--- config.mk ---
export PLATFORM = sky130hd
export DESIGN_NAME = obi_hetic_cfg_mgr_flat
export DESIGN_NICKNAME = d
export VERILOG_FILES = /design/src/rtl/obi_hetic_pkg.sv /design/src/rtl/obi_bus.sv /design/src/rtl/hetic_line_codec.sv /design/src/rtl/obi_hetic_cfg_mgr.sv /design/src/flat_wrapper.sv
export SDC_FILE = /design/constraint.sdc
export NUM_CORES = 1
export LEC_CHECK = 0
export CAP_MARGIN = 20
export CORE_MARGIN = 3
export CORE_UTILIZATION = 30
export CTS_BUF_LIST = sky130_fd_sc_hd__clkbuf_16
export DETAILED_ROUTE_END_ITERATION = 8
export GPL_TIMING_DRIVEN = 0
export PLACE_DENSITY = 0.64
export SYNTH_ARGS = -nofsm -noshare
export SYNTH_HDL_FRONTEND = slang
export SYNTH_SLANG_ARGS = --single-unit
--- constraint.sdc ---
create_clock -name clk_i -period 2.94 [get_ports clk_i]
set_clock_uncertainty 0.1 [all_clocks]
set_input_delay 0.588 -clock clk_i [delete_from_list [all_inputs] [get_ports clk_i]]
set_output_delay 0.588 -clock clk_i [all_outputs]
set_load 0.02 [all_outputs]
--- src/rtl/obi_hetic_pkg.sv ---
// Shared types and field layout for the OBI-mapped interrupt controller's
// per-line configuration half-word.
package obi_hetic_pkg;

  localparam int unsigned NrIrqPrios = 32;
  localparam int unsigned PrioWidth  = $clog2(NrIrqPrios);

  localparam int unsigned IeBit      = 0;
  localparam int unsigned IpBit      = 1;
  localparam int unsigned TrigLsb    = 2;
  localparam int unsigned HetiBit    = 4;
  localparam int unsigned NestBit    = 5;
  localparam int unsigned FlagsWidth = 6;
  localparam int unsigned PrioOffset = 8;
  localparam int unsigned HalfShift  = 16;

  typedef struct packed {
    logic [PrioWidth-1:0] prio;
    logic                 nest;
    logic                 heti;
    logic [1:0]           trig;
    logic                 ip;
    logic                 ie;
  } irq_line_t;

  typedef enum logic [1:0] {
    IDLE,
    REQ,
    WAIT,
    RSP
  } mgr_state_e;

endpackage

--- src/rtl/obi_bus.sv ---
// Minimal single-beat OBI bus bundle with manager and subordinate views.
interface OBI_BUS;
  logic        req;
  logic        gnt;
  logic [31:0] addr;
  logic        we;
  logic [3:0]  be;
  logic [31:0] wdata;
  logic        rvalid;
  logic [31:0] rdata;

  modport Manager (
    output req, addr, we, be, wdata,
    input  gnt, rvalid, rdata
  );

  modport Subordinate (
    input  req, addr, we, be, wdata,
    output gnt, rvalid, rdata
  );
endinterface

--- src/rtl/hetic_line_codec.sv ---
// Packs a line configuration into the controller's half-word-per-line word
// layout and unpacks a read word back into a line configuration.
module hetic_line_codec
  import obi_hetic_pkg::*;
(
  input  logic        wr_odd,
  input  logic        rd_odd,
  input  logic        we,
  input  logic        wr_prio,
  input  logic        wr_flags,
  input  irq_line_t   cfg,
  output logic [31:0] wdata,
  output logic [3:0]  be,
  input  logic [31:0] rdata,
  output irq_line_t   rd_cfg
);

  logic [15:0] wr_half;
  logic [15:0] rd_half;
  logic [1:0]  half_be;
  logic        unused_rd;

  // Fields not selected for writing stay zero so the bus never carries stale data.
  always_comb begin
    wr_half = '0;
    half_be = 2'b11;
    if (we) begin
      half_be = {wr_prio, wr_flags};
      if (wr_flags) begin
        wr_half[IeBit]        = cfg.ie;
        wr_half[IpBit]        = cfg.ip;
        wr_half[TrigLsb +: 2] = cfg.trig;
        wr_half[HetiBit]      = cfg.heti;
        wr_half[NestBit]      = cfg.nest;
      end
      if (wr_prio) begin
        wr_half[PrioOffset +: PrioWidth] = cfg.prio;
      end
    end
    wdata = wr_odd ? {wr_half, 16'h0000} : {16'h0000, wr_half};
    be    = wr_odd ? {half_be, 2'b00} : {2'b00, half_be};
  end

  always_comb begin
    rd_half     = rd_odd ? rdata[HalfShift +: 16] : rdata[15:0];
    rd_cfg      = '0;
    rd_cfg.ie   = rd_half[IeBit];
    rd_cfg.ip   = rd_half[IpBit];
    rd_cfg.trig = rd_half[TrigLsb +: 2];
    rd_cfg.heti = rd_half[HetiBit];
    rd_cfg.nest = rd_half[NestBit];
    rd_cfg.prio = rd_half[PrioOffset +: PrioWidth];
  end

  assign unused_rd = ^{rd_half[7:FlagsWidth], rd_half[15:PrioOffset+PrioWidth]};

endmodule

--- src/rtl/obi_hetic_cfg_mgr.sv ---
// OBI manager that programs/reads interrupt-line configuration, one transaction
// outstanding. Define OBI_HETIC_CFG_MGR_TIMEOUT_EN to bound the wait for rvalid.
module obi_hetic_cfg_mgr
  import obi_hetic_pkg::*;
#(
  parameter int unsigned  NrIrqLines    = 64,
  parameter logic [31:0]  BaseAddr      = 32'h0,
  parameter int unsigned  TimeoutCycles = 255,
  localparam int unsigned IrqWidth      = $clog2(NrIrqLines)
) (
  input  logic                clk_i,
  input  logic                rst_i,
  OBI_BUS.Manager             obi_mgr,
  input  logic                cmd_valid_i,
  output logic                cmd_ready_o,
  input  logic                cmd_we_i,
  input  logic [IrqWidth-1:0] cmd_line_i,
  input  logic                cmd_wr_prio_i,
  input  logic                cmd_wr_flags_i,
  input  irq_line_t           cmd_cfg_i,
  output logic                rsp_valid_o,
  input  logic                rsp_ready_i,
  output irq_line_t           rsp_cfg_o,
  output logic                rsp_err_o
);

  mgr_state_e  state_q;
  logic        req_q;
  logic [31:0] addr_q;
  logic        we_q;
  logic [3:0]  be_q;
  logic [31:0] wdata_q;
  logic        odd_q;
  logic        rsp_valid_q;
  irq_line_t   rsp_cfg_q;
  logic [31:0] pack_wdata;
  logic [3:0]  pack_be;
  irq_line_t   unpack_cfg;

`ifdef OBI_HETIC_CFG_MGR_TIMEOUT_EN
  localparam int unsigned TimeoutW = $clog2(TimeoutCycles + 1);
  logic [TimeoutW-1:0] wait_cnt_q;
  logic                rsp_err_q;
  assign rsp_err_o = rsp_err_q;
`else
  logic unused_timeout;
  assign unused_timeout = ^TimeoutCycles;
  assign rsp_err_o      = 1'b0;
`endif

  hetic_line_codec u_codec (
    .wr_odd   (cmd_line_i[0]),
    .rd_odd   (odd_q),
    .we       (cmd_we_i),
    .wr_prio  (cmd_wr_prio_i),
    .wr_flags (cmd_wr_flags_i),
    .cfg      (cmd_cfg_i),
    .wdata    (pack_wdata),
    .be       (pack_be),
    .rdata    (obi_mgr.rdata),
    .rd_cfg   (unpack_cfg)
  );

  assign cmd_ready_o   = (state_q == IDLE) && !rst_i;
  assign obi_mgr.req   = req_q;
  assign obi_mgr.addr  = addr_q;
  assign obi_mgr.we    = we_q;
  assign obi_mgr.be    = be_q;
  assign obi_mgr.wdata = wdata_q;
  assign rsp_valid_o   = rsp_valid_q;
  assign rsp_cfg_o     = rsp_cfg_q;

  // Bus request fields are captured once at accept and held until the grant.
  always_ff @(posedge clk_i) begin
    if (rst_i) begin
      state_q     <= IDLE;
      req_q       <= 1'b0;
      addr_q      <= '0;
      we_q        <= 1'b0;
      be_q        <= '0;
      wdata_q     <= '0;
      odd_q       <= 1'b0;
      rsp_valid_q <= 1'b0;
      rsp_cfg_q   <= '0;
`ifdef OBI_HETIC_CFG_MGR_TIMEOUT_EN
      rsp_err_q   <= 1'b0;
      wait_cnt_q  <= '0;
`endif
    end else begin
      unique case (state_q)
        IDLE: begin
          if (cmd_valid_i) begin
            odd_q <= cmd_line_i[0];
            if (cmd_we_i && !cmd_wr_prio_i && !cmd_wr_flags_i) begin
              rsp_valid_q <= 1'b1;
              rsp_cfg_q   <= '0;
`ifdef OBI_HETIC_CFG_MGR_TIMEOUT_EN
              rsp_err_q   <= 1'b0;
`endif
              state_q     <= RSP;
            end else begin
              req_q   <= 1'b1;
              addr_q  <= BaseAddr + 32'({cmd_line_i[IrqWidth-1:1], 2'b00});
              we_q    <= cmd_we_i;
              be_q    <= pack_be;
              wdata_q <= pack_wdata;
              state_q <= REQ;
            end
          end
        end
        REQ: begin
          if (obi_mgr.gnt) begin
            req_q   <= 1'b0;
`ifdef OBI_HETIC_CFG_MGR_TIMEOUT_EN
            wait_cnt_q <= '0;
`endif
            state_q <= WAIT;
          end
        end
        WAIT: begin
          // A late rvalid on the terminal count still counts as a good response.
          if (obi_mgr.rvalid) begin
            rsp_valid_q <= 1'b1;
            rsp_cfg_q   <= we_q ? '0 : unpack_cfg;
`ifdef OBI_HETIC_CFG_MGR_TIMEOUT_EN
            rsp_err_q   <= 1'b0;
`endif
            state_q     <= RSP;
          end
`ifdef OBI_HETIC_CFG_MGR_TIMEOUT_EN
          else if (wait_cnt_q == TimeoutW'(TimeoutCycles - 1)) begin
            rsp_valid_q <= 1'b1;
            rsp_cfg_q   <= '0;
            rsp_err_q   <= 1'b1;
            state_q     <= RSP;
          end else begin
            wait_cnt_q <= wait_cnt_q + TimeoutW'(1);
          end
`endif
        end
        RSP: begin
          if (rsp_ready_i) begin
            rsp_valid_q <= 1'b0;
            state_q     <= IDLE;
          end
        end
        default: state_q <= IDLE;
      endcase
    end
  end

endmodule

--- src/flat_wrapper.sv ---
// flat-port wrapper written by rule: the top's interface ports become plain ports
module obi_hetic_cfg_mgr_flat import obi_hetic_pkg::*;
#(
  parameter int unsigned  NrIrqLines    = 64,
  parameter logic [31:0]  BaseAddr      = 32'h0,
  parameter int unsigned  TimeoutCycles = 255,
  localparam int unsigned IrqWidth      = $clog2(NrIrqLines)
)
  (clk_i, rst_i, cmd_valid_i, cmd_ready_o, cmd_we_i, cmd_line_i, cmd_wr_prio_i, cmd_wr_flags_i, cmd_cfg_i, rsp_valid_o, rsp_ready_i, rsp_cfg_o, rsp_err_o, obi_mgr_req, obi_mgr_addr, obi_mgr_we, obi_mgr_be, obi_mgr_wdata, obi_mgr_gnt, obi_mgr_rvalid, obi_mgr_rdata);
  OBI_BUS obi_mgr_i ();
  input  logic clk_i;
  input  logic rst_i;
  input  logic cmd_valid_i;
  output logic cmd_ready_o;
  input  logic cmd_we_i;
  input  logic [IrqWidth-1:0] cmd_line_i;
  input  logic cmd_wr_prio_i;
  input  logic cmd_wr_flags_i;
  input  irq_line_t cmd_cfg_i;
  output logic rsp_valid_o;
  input  logic rsp_ready_i;
  output irq_line_t rsp_cfg_o;
  output logic rsp_err_o;
  output wire logic [$bits(obi_mgr_i.req)-1:0] obi_mgr_req;
  output wire logic [$bits(obi_mgr_i.addr)-1:0] obi_mgr_addr;
  output wire logic [$bits(obi_mgr_i.we)-1:0] obi_mgr_we;
  output wire logic [$bits(obi_mgr_i.be)-1:0] obi_mgr_be;
  output wire logic [$bits(obi_mgr_i.wdata)-1:0] obi_mgr_wdata;
  input wire logic [$bits(obi_mgr_i.gnt)-1:0] obi_mgr_gnt;
  input wire logic [$bits(obi_mgr_i.rvalid)-1:0] obi_mgr_rvalid;
  input wire logic [$bits(obi_mgr_i.rdata)-1:0] obi_mgr_rdata;
  assign obi_mgr_req = obi_mgr_i.req;
  assign obi_mgr_addr = obi_mgr_i.addr;
  assign obi_mgr_we = obi_mgr_i.we;
  assign obi_mgr_be = obi_mgr_i.be;
  assign obi_mgr_wdata = obi_mgr_i.wdata;
  assign obi_mgr_i.gnt = obi_mgr_gnt;
  assign obi_mgr_i.rvalid = obi_mgr_rvalid;
  assign obi_mgr_i.rdata = obi_mgr_rdata;
  obi_hetic_cfg_mgr #(.NrIrqLines(NrIrqLines), .BaseAddr(BaseAddr), .TimeoutCycles(TimeoutCycles)) u_core (.clk_i(clk_i), .rst_i(rst_i), .obi_mgr(obi_mgr_i), .cmd_valid_i(cmd_valid_i), .cmd_ready_o(cmd_ready_o), .cmd_we_i(cmd_we_i), .cmd_line_i(cmd_line_i), .cmd_wr_prio_i(cmd_wr_prio_i), .cmd_wr_flags_i(cmd_wr_flags_i), .cmd_cfg_i(cmd_cfg_i), .rsp_valid_o(rsp_valid_o), .rsp_ready_i(rsp_ready_i), .rsp_cfg_o(rsp_cfg_o), .rsp_err_o(rsp_err_o));
endmodule
==> results of run 1 <==
## layer usage
layer | vias up | GRT usage [%] | routed length, um
met5 | - | 0 | 0
met4 | 0 | 3.62 | 75
met3 | 10 | 4.50 | 741
met2 | 124 | 23.2 | 3300
met1 | 1134 | 18.7 | 3230
li1 | 1258 | - | -
## what timing repair did
item / CTS / global route
pin swaps: 0 / 0
cloned: 0 / 0
setup endpoints to repair: 1 / 1
resized for setup: 3 / 1
hold buffers: 0 / 0
## power by group through the flow
stage                     clock network (W)  logic, W  registers, W
after floorplan                           0  0.000472      0.000813
after global placement                    0  0.000793      0.000765
after detailed placement                  0  0.000804      0.000767
after CTS                          0.000576  0.000811      0.000753
after global routing               0.000606  0.000880      0.000761
final                              0.000568  0.000808      0.000753
## metrics by stage
step	hold slack [ns]	util (%)	TNS (ns)	instance area [um2]	instances
floorplan	0.436	-	0	2680	336
global placement	0.343	46.9	-0.345	3740	531
detailed placement	0.354	46.9	-0.359	3740	531
CTS	0.367	48.7	0	3880	539
global route	0.385	48.8	0	3890	539
finish	0.360	48.8	0	3890	539
## path summary, 6_finish.rpt
check	slack, ns	from	depth (start not counted)	to
worst max-delay path	0.36	rst_i	5	cmd_ready_o
worst min-delay path	0.36	u_core.rsp_cfg_o[8]	2	u_core.rsp_cfg_o[8]
worst max register to register	1.07	u_core.state_q[0]	7	u_core.obi_mgr.wdata[11]
worst min register to register	0.36	u_core.rsp_cfg_o[8]	2	u_core.rsp_cfg_o[8]
## sequential cells by signal (all words and copies together) (netlist names), 2 cells and up
name                  flops
u_core.state_q            2
u_core.rsp_cfg_o         11
u_core.obi_mgr.addr       5
u_core.obi_mgr.be         4
u_core.obi_mgr.wdata     22
## cell type report
type | count | area [um2] | area share [%]
buffer | 62 | 394 | 10.1
clock buffer | 5 | 125 | 3.22
clock inverter | 3 | 17.5 | 0.451
inverter | 5 | 18.8 | 0.483
multi-input combinational | 221 | 1310 | 33.7
sequential | 48 | 961 | 24.7
tap | 102 | 128 | 3.28
timing repair buffer | 93 | 933 | 24.0
## worst max-delay path: cells and delay by family
kind | cells | cell delay, ns
buffers and inverters | 4 | 1.25
and+or+nand+nor | 1 | 0.05
## cell usage after synthesis, drive strengths merged, types with 2 or more instances
cell type	instances	share of area, %
and4	2	0.69
nand4	22	5.4
o21ai	31	6.1
nor2	4	0.59
inv	5	0.74
o2111ai	2	0.69
and3	2	0.49
a211oi	2	0.59
and3b	2	0.69
dfxtp	48	38
a21oi	34	6.7
clkbuf	15	2.4
nor2b	2	0.49
nand2	26	3.8
mux2	11	4.9
ha	5	2.5
a41oi	2	0.69
mux2i	11	4.3
buf	47	13
nand3	7	1.4
nand2b	5	1.2
nor3b	2	0.79
## cell families after synthesis
kind of cell | after synthesis
adder cells (fa/ha/maj) | 5
multiplexers | 22
flip-flops | 48
AO/OA/AOI/OAI | 74
buffers and inverters | 67
other | 1
AND/OR/NAND/NOR | 82
==> impl_metrics.env, run 1 <==
export IMPL_yosys_area_share_simple_pct=18.2
export IMPL_drv_slew=0
export IMPL_hpwl_um=5650
export IMPL_total_power_w=0.00213
export IMPL_final_cell_mix="92 x clkdlybuf4s50_1, 48 x dfxtp_1, 39 x buf_4"
export IMPL_yosysSeqAreaShare_pct=37.9
export IMPL_synth_flop_cell="dfxtp_1"
export IMPL_maxCapViolations=0
export IMPL_cts_sinks=48
export IMPL_seqPwrFrac_pct=35.4
export IMPL_avgViaCountPerCell=4.69
export IMPL_fin_ws_ns=0.364
export IMPL_synthCells=299
export IMPL_ios=142
export IMPL_finalSetupViolCount=0
export IMPL_fin_crit_sh_pct=87.6
export IMPL_synthMuxAreaShare_pct=9.22
export IMPL_crit_path_max_fanout=10
export IMPL_fmax_mhz=388
export IMPL_cts_buffers=5
export IMPL_initialDrtViolationCount=81
export IMPL_clk_pin_slew_ns=0.06
export IMPL_fp_dieW_um=98.0
export IMPL_synth_edf_count=0
export IMPL_postSynthAreaPerCell_um2=8.49
export IMPL_num_vias=2526
export IMPL_pre_cts_ws_ns=-0.359
export IMPL_core_um2=7970
export IMPL_hold_path_class="flip-flop to flip-flop"
export IMPL_die_area_um2=9600
export IMPL_portBuffers=93
export IMPL_synthXorXnorAreaFrac_pct=0
export IMPL_irDropWorstVdd_mv=0.294
export IMPL_crit_type="input port to output port"
export IMPL_grt_pass1_wl_um=11400
export IMPL_synth_top_family_by_area="simple AND/OR/NAND/NOR gates"
export IMPL_first_global_vias=2332
export IMPL_cts_max_path_buffers=2
export IMPL_critPathArrivalTime_ns=1.89
export IMPL_relSlewSlack_pct=65.0
export IMPL_grt_use_total_pct=14.4
export IMPL_path_cells="clkdlybuf4s50_1, clkbuf_2, clkbuf_4, nor2_1, dlymetal6s2s_1"
export IMPL_synthArstFlopShare_pct=0
export IMPL_root_buffer="clkbuf_16"
export IMPL_syn_cell_area_um2=2540
export IMPL_grt_max_degree=16
export IMPL_synth_fa_ha_area_share_pct=2.46
export IMPL_fin_crit_ns=2.58
export IMPL_antenna_found_initial=0
export IMPL_tightest_slew_ns=0.525
export IMPL_wire_per_inst_um=13.6
export IMPL_comb_power_share_pct=38.0
export IMPL_synth_distinct_cells=38
export IMPL_p_per_area_nw_per_um2=548
export IMPL_clkPwrFrac_pct=26.7
export IMPL_wl_um=7350
export IMPL_synthToLayoutAreaGrowth_pct=53.1
export IMPL_cts_tree="yes"
export IMPL_final_common_cell="clkdlybuf4s50_1"
export IMPL_synth_seq_cells=48
export IMPL_diodes=0
export IMPL_status="finished, final reports clean"
export IMPL_final_hold_viol_count=0
export IMPL_fin_nets=499
export IMPL_drive_above_1_share_pct=16.0
export IMPL_gp_congestion=0.827
export IMPL_ys_warnings_count=0
export IMPL_cts_htree_levels=2
export IMPL_clkLatencyLatePin_ns=0.29
export IMPL_p_leak_nw=1.59
export IMPL_grt_ovfl_total=0
export IMPL_start_util_pct=31.9
export IMPL_p_int_w=0.00138
export IMPL_synth_compound_area_share_pct=16.0
export IMPL_worstSetupStartpointType="input port"
export IMPL_drc=0
export IMPL_grt_setup_unrepaired="no"
export IMPL_fillerInstances=800
export IMPL_power_switching_w=0.000752
export IMPL_slowest_delay_ns=0.53
export IMPL_ant_nets=0
export IMPL_drt_pre_antenna_iters=4
export IMPL_crit_path_end_kind="output port"
export IMPL_cts_setup_buffers=0
export IMPL_p_sw_share_pct=35.3
export IMPL_rows=32
export IMPL_crit_slowest_cell="clkdlybuf4s50_1"
export IMPL_die_h_um=98.0
export IMPL_worstPathRequired_ns=2.25
Power figures use the tool's default switching activity.
==> run 2: changes to the inputs <==
--- a/config.mk
+++ b/config.mk
@@ -9,6 +9,7 @@
 export CORE_MARGIN = 3
 export CORE_UTILIZATION = 30
 export CTS_BUF_LIST = sky130_fd_sc_hd__clkbuf_16
+export CTS_CLUSTER_DIAMETER = 100
 export DETAILED_ROUTE_END_ITERATION = 8
 export GPL_TIMING_DRIVEN = 0
 export PLACE_DENSITY = 0.64
==> results of run 2 <==
Same layout as run 1: the final DEF is identical, and so are final timing and power.
